$ cat src/rtl/ov5640_init_sequencer.sv
// OV5640 init sequencer: walks a 24-bit {addr,data} table ROM and issues each entry as an SCCB write.
// Supports two table regions, delay/end markers, automatic wait after a soft reset write, and NACK retry.
//   state    | meaning
//   S_IDLE   | waiting for start after reset
//   S_FETCH  | table address presented to ROM
//   S_LATCH  | ROM word arrives, captured into r_word
//   S_DECODE | classify word: write, delay marker or end marker
//   S_WRITE  | wr_req held until wr_done; NACK retries stay here
//   S_DELAY  | millisecond wait (marker or post soft-reset)
//   S_DONE   | sequence finished, outputs hold until next start
module ov5640_init_sequencer #(
  parameter int ADDR_WIDTH     = 8,
  parameter int MODE0_BASE     = 0,
  parameter int MODE0_LEN      = 250,
  parameter int MODE1_BASE     = 0,
  parameter int MODE1_LEN      = 250,
  parameter int CLK_FREQ       = 50_000_000,
  parameter int RESET_DELAY_MS = 5,
  parameter int MAX_RETRY      = 3
) (
  input  logic                  i_clk,
  input  logic                  i_reset,
  input  logic                  i_start,
  input  logic                  i_mode,
  output logic [ADDR_WIDTH-1:0] o_tbl_addr,
  input  logic [23:0]           i_tbl_q,
  output logic                  o_wr_req,
  output logic [15:0]           o_wr_addr,
  output logic [7:0]            o_wr_data,
  input  logic                  i_wr_done,
  input  logic                  i_wr_nack,
  output logic                  o_busy,
  output logic                  o_done,
  output logic                  o_err,
  output logic [ADDR_WIDTH-1:0] o_entry_cnt
);

  localparam int TICK = (CLK_FREQ / 1000 < 1) ? 1 : CLK_FREQ / 1000;
  localparam int PW   = (TICK > 1) ? $clog2(TICK) : 1;
  localparam int CW   = ADDR_WIDTH + 1;
  localparam logic [PW-1:0]         PRESC_LOAD = PW'(TICK - 1);
  localparam logic [CW-1:0]         LEN0       = CW'(MODE0_LEN);
  localparam logic [CW-1:0]         LEN1       = CW'(MODE1_LEN);
  localparam logic [ADDR_WIDTH-1:0] BASE0      = ADDR_WIDTH'(MODE0_BASE);
  localparam logic [ADDR_WIDTH-1:0] BASE1      = ADDR_WIDTH'(MODE1_BASE);
  localparam logic [7:0]            RST_MS     = 8'(RESET_DELAY_MS);
  localparam logic [7:0]            RETRY_MAX  = 8'(MAX_RETRY);

  typedef enum logic [2:0] {S_IDLE, S_FETCH, S_LATCH, S_DECODE, S_WRITE, S_DELAY, S_DONE} state_t;

  state_t                r_state, w_state_nxt;
  logic                  r_mode;
  logic [ADDR_WIDTH-1:0] r_tbl_addr, r_entry_cnt;
  logic [23:0]           r_word;
  logic                  r_wr_req, r_err;
  logic [15:0]           r_wr_addr;
  logic [7:0]            r_wr_data, r_retry_cnt, r_ms_left;
  logic [PW-1:0]         r_presc;

  logic          w_start_ok, w_advance, w_end, w_load_write, w_load_delay, w_retry, w_abort;
  logic [7:0]    w_delay_ms;
  logic [CW-1:0] w_cnt_inc;
  logic          w_last, w_ack, w_nack, w_rst_write;

  assign w_cnt_inc   = {1'b0, r_entry_cnt} + 1'b1;
  assign w_last      = (w_cnt_inc == (r_mode ? LEN1 : LEN0));
  assign w_ack       = (r_state == S_WRITE) & r_wr_req & i_wr_done & ~i_wr_nack;
  assign w_nack      = (r_state == S_WRITE) & r_wr_req & i_wr_done & i_wr_nack;
  assign w_rst_write = (r_wr_addr == 16'h3008) & r_wr_data[7] & (RST_MS != 8'd0);

  always_ff @(posedge i_clk or posedge i_reset) begin
    if (i_reset) r_state <= S_IDLE;
    else         r_state <= w_state_nxt;
  end

  always_comb begin
    w_state_nxt  = r_state;
    w_start_ok   = 1'b0;
    w_advance    = 1'b0;
    w_end        = 1'b0;
    w_load_write = 1'b0;
    w_load_delay = 1'b0;
    w_delay_ms   = 8'd0;
    w_retry      = 1'b0;
    w_abort      = 1'b0;
    case (r_state)
      S_IDLE, S_DONE: if (i_start) begin
        w_start_ok  = 1'b1;
        w_state_nxt = S_FETCH;
      end
      S_FETCH: w_state_nxt = S_LATCH;
      S_LATCH: w_state_nxt = S_DECODE;
      S_DECODE: begin
        if (r_word[23:8] == 16'hFFFE) begin
          w_end       = 1'b1;
          w_state_nxt = S_DONE;
        end else if (r_word[23:8] == 16'hFFFF) begin
          if (r_word[7:0] == 8'd0) begin
            w_advance = 1'b1;
          end else begin
            w_load_delay = 1'b1;
            w_delay_ms   = r_word[7:0];
            w_state_nxt  = S_DELAY;
          end
        end else begin
          w_load_write = 1'b1;
          w_state_nxt  = S_WRITE;
        end
      end
      S_WRITE: begin
        if (w_ack) begin
          if (w_rst_write) begin
            w_load_delay = 1'b1;
            w_delay_ms   = RST_MS;
            w_state_nxt  = S_DELAY;
          end else begin
            w_advance = 1'b1;
          end
        end else if (w_nack) begin
          if (r_retry_cnt < RETRY_MAX) begin
            w_retry = 1'b1;
          end else begin
            w_abort     = 1'b1;
            w_state_nxt = S_DONE;
          end
        end
      end
      S_DELAY: if (r_presc == '0 && r_ms_left == 8'd1) w_advance = 1'b1;
      default: w_state_nxt = S_IDLE;
    endcase
    if (w_advance) w_state_nxt = w_last ? S_DONE : S_FETCH;
  end

  always_ff @(posedge i_clk or posedge i_reset) begin
    if (i_reset) begin
      r_mode      <= 1'b0;
      r_tbl_addr  <= '0;
      r_entry_cnt <= '0;
      r_word      <= 24'd0;
      r_wr_req    <= 1'b0;
      r_wr_addr   <= 16'd0;
      r_wr_data   <= 8'd0;
      r_err       <= 1'b0;
      r_retry_cnt <= 8'd0;
      r_ms_left   <= 8'd0;
      r_presc     <= '0;
    end else begin
      if (w_start_ok) begin
        r_mode      <= i_mode;
        r_tbl_addr  <= i_mode ? BASE1 : BASE0;
        r_entry_cnt <= '0;
        r_err       <= 1'b0;
        r_retry_cnt <= 8'd0;
      end
      if (r_state == S_LATCH) r_word <= i_tbl_q;
      // A NACKed request is dropped for one clock, then re-raised with the same address/data.
      if (w_load_write) begin
        r_wr_addr <= r_word[23:8];
        r_wr_data <= r_word[7:0];
        r_wr_req  <= 1'b1;
      end else if (w_ack || w_nack) begin
        r_wr_req <= 1'b0;
      end else if (r_state == S_WRITE && !r_wr_req) begin
        r_wr_req <= 1'b1;
      end
      if (w_retry) r_retry_cnt <= r_retry_cnt + 8'd1;
      if (w_abort) r_err <= 1'b1;
      if (w_load_delay) begin
        r_presc   <= PRESC_LOAD;
        r_ms_left <= w_delay_ms;
      end else if (r_state == S_DELAY) begin
        if (r_presc == '0) begin
          r_presc   <= PRESC_LOAD;
          r_ms_left <= r_ms_left - 8'd1;
        end else begin
          r_presc <= r_presc - 1'b1;
        end
      end
      if (w_advance || w_end) begin
        r_entry_cnt <= w_cnt_inc[ADDR_WIDTH-1:0];
        r_retry_cnt <= 8'd0;
        if (w_advance && !w_last) r_tbl_addr <= r_tbl_addr + 1'b1;
      end
    end
  end

  assign o_tbl_addr  = r_tbl_addr;
  assign o_wr_req    = r_wr_req;
  assign o_wr_addr   = r_wr_addr;
  assign o_wr_data   = r_wr_data;
  assign o_err       = r_err;
  assign o_entry_cnt = r_entry_cnt;
  assign o_busy      = (r_state != S_IDLE) && (r_state != S_DONE);
  assign o_done      = (r_state == S_DONE);

endmodule

$ cat config.mk
export PLATFORM = sky130hd
export DESIGN_NAME = ov5640_init_sequencer
export DESIGN_NICKNAME = d
export VERILOG_FILES = /design/src/rtl/ov5640_init_sequencer.sv
export SDC_FILE = /design/constraint.sdc
export NUM_CORES = 1
export LEC_CHECK = 0
export ABC_AREA = 1
export CAP_MARGIN = 20
export CORE_MARGIN = 2
export CORE_UTILIZATION = 45
export DETAILED_ROUTE_END_ITERATION = 10
export PLACE_DENSITY = 0.66
export SYNTH_ARGS = -nofsm -noshare
export SYNTH_HDL_FRONTEND = slang
export SYNTH_SLANG_ARGS = --single-unit
$ cat constraint.sdc
create_clock -name i_clk -period 4.1 [get_ports i_clk]
set_input_delay 1.23 -clock i_clk [delete_from_list [all_inputs] [get_ports i_clk]]
set_output_delay 1.23 -clock i_clk [all_outputs]
set_load 0.01 [all_outputs]
==> tab_implementation.tex, run 1 <==
\begin{tabular}{lr}
\hline
Metric & Value \\
\hline
\multicolumn{2}{l}{\textbf{Power}} \\
\quad Power density normalized to cell area & 595.4 nW/µm² \\
\quad VDD IR max & 0.3427 mV \\
\quad Static power due to leakage & 0.003248 µW \\
\multicolumn{2}{l}{\textbf{Clocking}} \\
\quad H-tree Lvls & 3 \\
\quad Number of gates resized after CTS & 0 \\
\quad TritonCTS clock tree & built \\
\quad CTS hold repair buffers & 0 \\
\quad Clock tree root buffer cell & clkbuf\_16 \\
\quad Clock latency of the later-clocked register in the worst-skew pair & 0.34 ns \\
\quad Number of buffers created by CTS & 9 \\
\quad Post-CTS setup buffer count & 0 \\
\quad Clock slew seen by the registers of the worst setup and hold paths & 0.07 ns \\
\quad CTS Sinks & 101 \\
\quad Clk buf depth & 2 \\
\multicolumn{2}{l}{\textbf{Drt}} \\
\quad Post-Route WL & 12450 µm \\
\quad Met1 wire length & 5920 µm \\
\quad Iteration-0 DRC Markers & 269 \\
\quad Detail-routed via count per cell & 5.112 \\
\quad Drt drc & 0 \\
\quad Average wire per cell in the routed design & 13.46 µm \\
\quad Highest metal layer with signal wires & met4 \\
\quad Antenna-violating nets left & 0 \\
\quad Met2 wire length & 5833 µm \\
\quad Length of routed met3 wiring & 559 µm \\
\quad Total via count after detailed routing & 4729 \\
\quad Number of detailed-routing iterations run before antenna repair & 4 \\
\multicolumn{2}{l}{\textbf{Place}} \\
\quad Port bufs & 72 \\
\quad Routability congestion estimate from global placement & 0.8928 \\
\quad Number of cells after detailed placement & 909 \\
\quad Area of placed instances & 6331 µm² \\
\quad DPL Wire Length & 8926 µm \\
\multicolumn{2}{l}{\textbf{Cells and area}} \\
\quad Post-route cell area & 6633 µm² \\
\quad Ratio of cells with drive above 1 in the final layout & 8.355\% \\
\quad Sequential Area & 2527 µm² \\
\quad Area added between synthesis and finish & 20.34\% \\
\quad Number of antenna diodes & 0 \\
\quad Area of the multi-input gates & 2584 µm² \\
\quad Final standard cell count with taps included and fillers excluded & 925 \\
\quad Total number of nets in the final design & 811 \\
\quad Number of fill cells & 1131 \\
\multicolumn{2}{l}{\textbf{Logic synthesis}} \\
\quad Count of state elements after synthesis & 101 \\
\quad Synth Area per Inst & 7.818 µm² \\
\quad Sequential cell area fraction in the yosys report & 45.86\% \\
\quad YS warnings & 0 \\
\quad Instance count of the mapped netlist & 705 \\
\quad Number of different library cells in the post-synthesis netlist & 34 \\
\quad Synth Net Count & 743 \\
\quad Mapped Area & 5512 µm² \\
\multicolumn{2}{l}{\textbf{GRT}} \\
\quad Largest net degree at the start of global routing & 57 \\
\quad Global routing usage summed across all routing layers & 20.26\% \\
\quad Antenna violations before repair & 0 \\
\quad Overall overflow remaining after global route & 0 \\
\quad First-pass GRT wire length & 21320 µm \\
\quad Number of global-route vias before repair & 4507 \\
\multicolumn{2}{l}{\textbf{STA}} \\
\quad Crit share post-route & 77.82\% \\
\quad Number of slew-limit violations in the final report & 0 \\
\quad RSZ-0062 raised after global routing & false \\
\quad Hold violation count in the final report & 0 \\
\quad Minimum clock period after layout & 3.191 ns \\
\quad Top achievable clock speed & 313.4 MHz \\
\quad Worst slew slack as a fraction of its limit & 57.94\% \\
\quad Final setup fails & 0 \\
\quad Sum of negative setup slack & 0 ns \\
\quad Maximum clock skew at final layout & 0.007814 ns \\
\quad Pin slew with the least headroom to its limit & 0.6287 ns \\
\multicolumn{2}{l}{\textbf{Critical path}} \\
\quad Worst r2r dst & r\_ms\_left[2]\$\_DFFE\_PP0P\_ \\
\quad Type of element launching the critical path & register \\
\quad Worst flop-to-flop path startpoint & r\_state[1]\$\_DFFE\_PP0P\_ \\
\quad R2R depth & 7 \\
\quad Type of the worst setup path & reg2out \\
\quad Largest fanout on the critical path & 8 \\
\quad Flop-to-flop setup slack & 1.84 ns \\
\quad Endpoint required time on the critical path & 2.87 ns \\
\quad Category of the worst setup path capture point & output pin \\
\quad Data arrival time of the critical path & 1.96 ns \\
\multicolumn{2}{l}{\textbf{Floorplan}} \\
\quad Floorplan die area & 13150 µm² \\
\quad Die H & 114.7 µm \\
\quad Number of placement rows & 40 \\
\quad Number of top-level pins & 74 \\
\quad Effective utilization at floorplan & 46.08\% \\
\quad Core ar. & 11960 µm² \\
\quad Die X-Extent & 114.7 µm \\
\multicolumn{2}{l}{\textbf{Min path}} \\
\quad Sink of the worst hold path & o\_wr\_data[2]\$\_DFFE\_PP0P\_ \\
\quad HP Class & reg2reg \\
\quad Worst hold stages & 2 \\
\quad Launch instance of the worst min-delay path & o\_wr\_data[2]\$\_DFFE\_PP0P\_ \\
\multicolumn{2}{l}{\textbf{Run status}} \\
\quad Run status & complete, no violations \\
\multicolumn{2}{l}{\textbf{Job}} \\
\quad Total of max-cap violations & 0 \\
\hline
\end{tabular}
[flip-flops by register name (all words and copies together), names as in the netlist]
name	flops
r_word	24
o_wr_addr	16
r_presc	16
o_entry_cnt	8
o_tbl_addr	8
o_wr_data	8
r_ms_left	8
r_retry_cnt	8
r_state	3
o_err	1
o_wr_req	1
[metrics by stage]
stage | util (%) | worst slack [ns] | hold slack [ns] | power, µW
after floorplan | - | 0.2229 | 0.4572 | 2560
after global placement | 52.93 | 1.016 | 0.4706 | 3057
after detailed placement | 52.93 | 0.9596 | 0.4731 | 3104
after CTS | 55.45 | 0.9166 | 0.4906 | 3986
after global routing | 55.45 | 0.7688 | 0.5159 | 4264
final | 55.45 | 0.9094 | 0.4870 | 3949
[routing by layer]
layer / vias up / GRT usage (%)
met5: - / 0
met4: 0 / 6.260
met3: 10 / 3.547
met2: 93 / 31.99
met1: 2218 / 28.54
li1: 2408 / -
[Yosys cell counts, drive strengths merged]
cell type | instances | area share [%]
nand3 | 88 | 8.5
or2 | 1 | 0.11
nand4 | 18 | 2.4
dfrtp | 101 | 46
inv | 75 | 5.1
nand2 | 211 | 15
clkbuf | 2 | 0.14
mux2 | 15 | 3.1
nor3b | 1 | 0.14
ha | 8 | 1.8
buf | 15 | 2.0
o21ai | 32 | 2.9
clkinv | 1 | 0.068
xor2 | 14 | 2.2
xnor2 | 3 | 0.48
nand3b | 1 | 0.14
a21oi | 17 | 1.5
o211ai | 3 | 0.50
nor2 | 89 | 7.1
nor3 | 10 | 1.0
[how the worst max path moves through the flow]
stage / start / end / slack, ns / cells after the start
after floorplan: i_reset / o_entry_cnt[0]$_DFFE_PP0P_ / 0.22 / 1
after global placement: i_wr_done / r_presc[1]$_DFFE_PP0P_ / 1.02 / 8
after detailed placement: i_wr_done / r_presc[1]$_DFFE_PP0P_ / 0.96 / 8
after CTS: r_state[2]$_DFFE_PP0P_ / o_busy / 0.92 / 5
after global routing: r_state[2]$_DFFE_PP0P_ / o_busy / 0.77 / 5
final: r_state[2]$_DFFE_PP0P_ / o_busy / 0.91 / 5
[cells by family after synthesis]
family                   count (synthesis)  share of synthesized area (%)
AO/OA/AOI/OAI                           52                          4.949
multiplexers                            15                          3.065
flip-flops                             101                          45.86
adder cells (fa/ha/maj)                  8                          1.816
buffers and inverters                   93                          7.264
AND/OR/NAND/NOR                        419                          34.35
XOR/XNOR                                17                          2.702
[cells in the final DEF (no fill, tap or decap), types with 9 or more instances in the layout]
cell type        count
a21oi_1             17
clkbuf_16            9
clkdlybuf4s50_1     72
dfrtp_1            101
inv_1               71
mux2_2              15
nand2_1            202
nand3_1             82
nand4_1             16
nor2_1              79
nor3_1               9
o21ai_0             15
o21ai_1             17
xor2_1              14
[layout make-up]
type | instances | area share, %
clock buffers | 12 | 3.716
clock inverters | 4 | 0.8300
repair buffers | 74 | 11.28
inverters | 76 | 4.339
flip-flops and latches | 101 | 38.11
well taps | 147 | 2.773
multi-input cells | 511 | 38.95
[report_power, final]
group / switching [µW] / leakage, µW / internal [µW] / total, µW
Clock: 374 / 0.000143 / 494 / 868
Combinational: 812 / 0.00187 / 661 / 1470
Sequential: 282 / 0.00123 / 1330 / 1610
[worst max-delay path, stage by stage, from the launching register on]
cell and delay [ns]:
dfrtp_1 0.53, inv_1 0.14, o21ai_1 0.21, a21oi_1 0.08, inv_1 0.11, clkdlybuf4s50_1 0.54
No activity file was read; power rests on OpenSTA's default activity.
==> run 2: changes to the inputs <==
- clock period: 4.1 -> 3.2 ns (I/O delays scaled with it)
==> tab_implementation.tex, run 2 (same netlist as run 1, synthesis figures left out) <==
\begin{tabular}{lr}
\hline
Metric & Value \\
\hline
\multicolumn{2}{l}{\textbf{STA}} \\
\quad Pin slew with the least headroom to its limit & 0.8835 ns (+0.2548 ns) \\
\quad Top achievable clock speed & 342.9 MHz \\
\quad Crit share post-route & 91.15\% \\
\quad Hold violation count in the final report & 0 (unchanged) \\
\quad Maximum clock skew at final layout & 0.01314 ns (+0.005327 ns) \\
\quad Worst slew slack as a fraction of its limit & 40.93\% (-17 points) \\
\quad Sum of negative setup slack & 0 ns (unchanged) \\
\quad Number of slew-limit violations in the final report & 0 (unchanged) \\
\quad RSZ-0062 raised after global routing & false \\
\quad Minimum clock period after layout & 2.917 ns \\
\quad Final setup fails & 0 (unchanged) \\
\multicolumn{2}{l}{\textbf{Cells and area}} \\
\quad Sequential Area & 2527 µm² (unchanged) \\
\quad Number of antenna diodes & 0 (unchanged) \\
\quad Largest register by flop count & r\_word \\
\quad Area of the multi-input gates & 2584 µm² (unchanged) \\
\quad Most frequent cells in the layout & nand2\_1 (202), dfrtp\_1 (101), nand3\_1 (82), nor2\_1 (79), clkdlybuf4s50\_1 (72) \\
\quad Area added between synthesis and finish & 20.84\% \\
\quad Commonest non-fill, non-tap cell in the layout & nand2\_1 \\
\quad Final cell utilization of the core & 55.68\% (+0.23 points) \\
\quad Flip-flop count of the largest register after layout & 24 (unchanged) \\
\quad Ratio of cells with drive above 1 in the final layout & 8.612\% (+0.26 points) \\
\quad Number of fill cells & 1100 (-2.7\%) \\
\quad Total number of nets in the final design & 813 (+0.25\%) \\
\quad Post-route cell area & 6660 µm² (+0.42\%) \\
\multicolumn{2}{l}{\textbf{Critical path}} \\
\quad Largest fanout on the critical path & 8 (unchanged) \\
\quad Critical path buffers and inverters & 3 (unchanged) \\
\quad Category of the worst setup path capture point & output pin \\
\quad Endpoint required time on the critical path & 2.24 ns (-0.63 ns) \\
\quad Crit-path leading delay family & buffers and inverters \\
\quad Critical path cell sequence & inv\_1 -> o21ai\_1 -> a21oi\_1 -> inv\_1 -> clkdlybuf4s50\_1 \\
\quad Most common cell type on the critical path & inv\_1 \\
\quad Data arrival time of the critical path & 1.96 ns (about the same) \\
\quad Type of the worst setup path & reg2out \\
\quad Cell with the biggest individual delay on the critical path & dfrtp\_1 \\
\quad Type of element launching the critical path & register \\
\quad Maximum single-stage delay on the critical path & 0.54 ns (about the same) \\
\multicolumn{2}{l}{\textbf{Power}} \\
\quad Cell Int Power & 3249 µW (+31\%) \\
\quad Power density normalized to cell area & 772.1 nW/µm² (+30\%) \\
\quad Clock share of power & 22.8\% (+0.8 points) \\
\quad Combinational share of power & 36.8\% (-0.5 points) \\
\quad Net load switching power & 1893 µW (+29\%) \\
\quad Part of the power in registers & 40.4\% (-0.3 points) \\
\quad Fraction of power spent switching nets & 36.81\% (-0.37 points) \\
\quad VDD IR max & 0.4484 mV (+31\%) \\
\quad Static power due to leakage & 0.003264 µW (+0.48\%) \\
\multicolumn{2}{l}{\textbf{Clocking}} \\
\quad Clock latency of the later-clocked register in the worst-skew pair & 0.36 ns (+0.02 ns) \\
\quad Clock tree root buffer cell & clkbuf\_16 \\
\quad Clk buf depth & 2 (unchanged) \\
\quad Number of buffers created by CTS & 9 (unchanged) \\
\quad CTS Sinks & 101 (unchanged) \\
\quad Number of gates resized after CTS & 0 (unchanged) \\
\quad CTS hold repair buffers & 0 (unchanged) \\
\quad H-tree Lvls & 3 (unchanged) \\
\quad Post-CTS setup buffer count & 0 (unchanged) \\
\quad TritonCTS clock tree & built \\
\quad Clock slew seen by the registers of the worst setup and hold paths & 0.06 ns (about the same) \\
\multicolumn{2}{l}{\textbf{GRT}} \\
\quad Number of global-route vias before repair & 4537 (+0.67\%) \\
\quad Antenna violations before repair & 0 (unchanged) \\
\quad Global routing usage summed across all routing layers & 20.59\% (+0.33 points) \\
\quad Overall overflow remaining after global route & 0 (unchanged) \\
\quad Largest net degree at the start of global routing & 56 (-1.8\%) \\
\quad First-pass GRT wire length & 21530 µm (+0.97\%) \\
\multicolumn{2}{l}{\textbf{Drt}} \\
\quad Total via count after detailed routing & 4772 (+0.91\%) \\
\quad Average wire per cell in the routed design & 13.79 µm (+2.5\%) \\
\quad Post-Route WL & 12760 µm (+2.5\%) \\
\quad Iteration-0 DRC Markers & 337 (+25\%) \\
\quad Detail-routed via count per cell & 5.159 (+0.91\%) \\
\quad Drt drc & 0 (unchanged) \\
\quad Number of detailed-routing iterations run before antenna repair & 5 (+1) \\
\quad Antenna-violating nets left & 0 (unchanged) \\
\multicolumn{2}{l}{\textbf{Run status}} \\
\quad Run status & complete, no violations \\
\multicolumn{2}{l}{\textbf{Floorplan}} \\
\quad Die X-Extent & 114.7 µm (unchanged) \\
\quad Number of placement rows & 40 (unchanged) \\
\quad Number of top-level pins & 74 (unchanged) \\
\quad Effective utilization at floorplan & 46.08\% (unchanged) \\
\quad Core ar. & 11960 µm² (unchanged) \\
\quad Floorplan die area & 13150 µm² (unchanged) \\
\quad Die H & 114.7 µm (unchanged) \\
\multicolumn{2}{l}{\textbf{Place}} \\
\quad Port bufs & 72 (unchanged) \\
\quad Area of placed instances & 6347 µm² (+0.26\%) \\
\quad DPL Wire Length & 9271 µm (+3.9\%) \\
\quad Routability congestion estimate from global placement & 0.8768 (-1.8\%) \\
\multicolumn{2}{l}{\textbf{Min path}} \\
\quad HP Class & reg2reg \\
\multicolumn{2}{l}{\textbf{Job}} \\
\quad Total of max-cap violations & 0 (unchanged) \\
\hline
\end{tabular}
run 2: cell types whose count changed in the layout (fill, tap and decap cells not counted):
cell	delta
inv_4	-1
clkbuf_1	-2
inv_6	-1
clkinv_2	+1
buf_4	+2
bufinv_16	+1
run 2: routing by layer:
metal  up-vias  global-route usage (%)  part of all wire [%]
met5         -                       0                     0
met4         0                   6.992                   1.5
met3        15                   4.023                   4.8
met2       123                   33.33                    47
met1      2242                   27.73                    46
li1       2392                       -                     -
run 2: power groups by stage:
stage | logic (µW) | clock network, µW | registers, µW
2_1_floorplan | 1220 | 0 | 2060
3_5_place_dp | 1900 | 0 | 2090
3_3_place_gp | 1840 | 0 | 2080
5_1_grt | 2130 | 1250 | 2140
6_report | 1890 | 1170 | 2080
4_1_cts | 1910 | 1190 | 2070
run 2: worst register-to-register path, stage by stage (launching register included):
cell and delay [ns]:
dfrtp_1 0.49, nand2_1 0.17, nor2_4 0.50, nand3_2 0.26, o211ai_2 0.27, inv_1 0.28
nand2_1 0.11, nand2_1 0.06
run 2: path summary, 6_finish.rpt:
kind	slack, ns	endpoint	startpoint	cells past startpoint
worst max-delay path	0.28	o_busy	r_state[2]$_DFFE_PP0P_	5
worst min-delay path	0.49	o_wr_data[1]$_DFFE_PP0P_	o_wr_data[1]$_DFFE_PP0P_	2
worst max register to register	0.95	r_ms_left[3]$_DFFE_PP0P_	r_state[1]$_DFFE_PP0P_	7
worst min register to register	0.49	o_wr_data[1]$_DFFE_PP0P_	o_wr_data[1]$_DFFE_PP0P_	2
max in group asynchronous	1.49	r_presc[10]$_DFFE_PP0P_	i_reset	3
min in group asynchronous	1.02	o_wr_data[4]$_DFFE_PP0P_	i_reset	2
run 2: final cells by class:
| cell class | count | share of cell area [%] |
|---|---|---|
| Tap cell | 147 | 2.762 |
| Multi-Input combinational cell | 511 | 38.79 |
| Timing Repair Buffer | 76 | 11.46 |
| Clock buffer | 10 | 3.588 |
| Sequential cell | 101 | 37.95 |
| Inverter | 76 | 4.340 |
| Clock inverter | 4 | 1.108 |
run 2: through the flow:
step | cells | total power [µW] | hold slack [ns] | setup WS, ns
after floorplan | 705 | 3281 | 0.4572 | 1.036
after global placement | 911 | 3923 | 0.4716 | 0.4160
after detailed placement | 911 | 3986 | 0.4727 | 0.3841
after CTS | 925 | 5177 | 0.4891 | 0.2818
after global routing | 925 | 5512 | 0.5139 | 0.1825
final | 925 | 5142 | 0.4851 | 0.2833
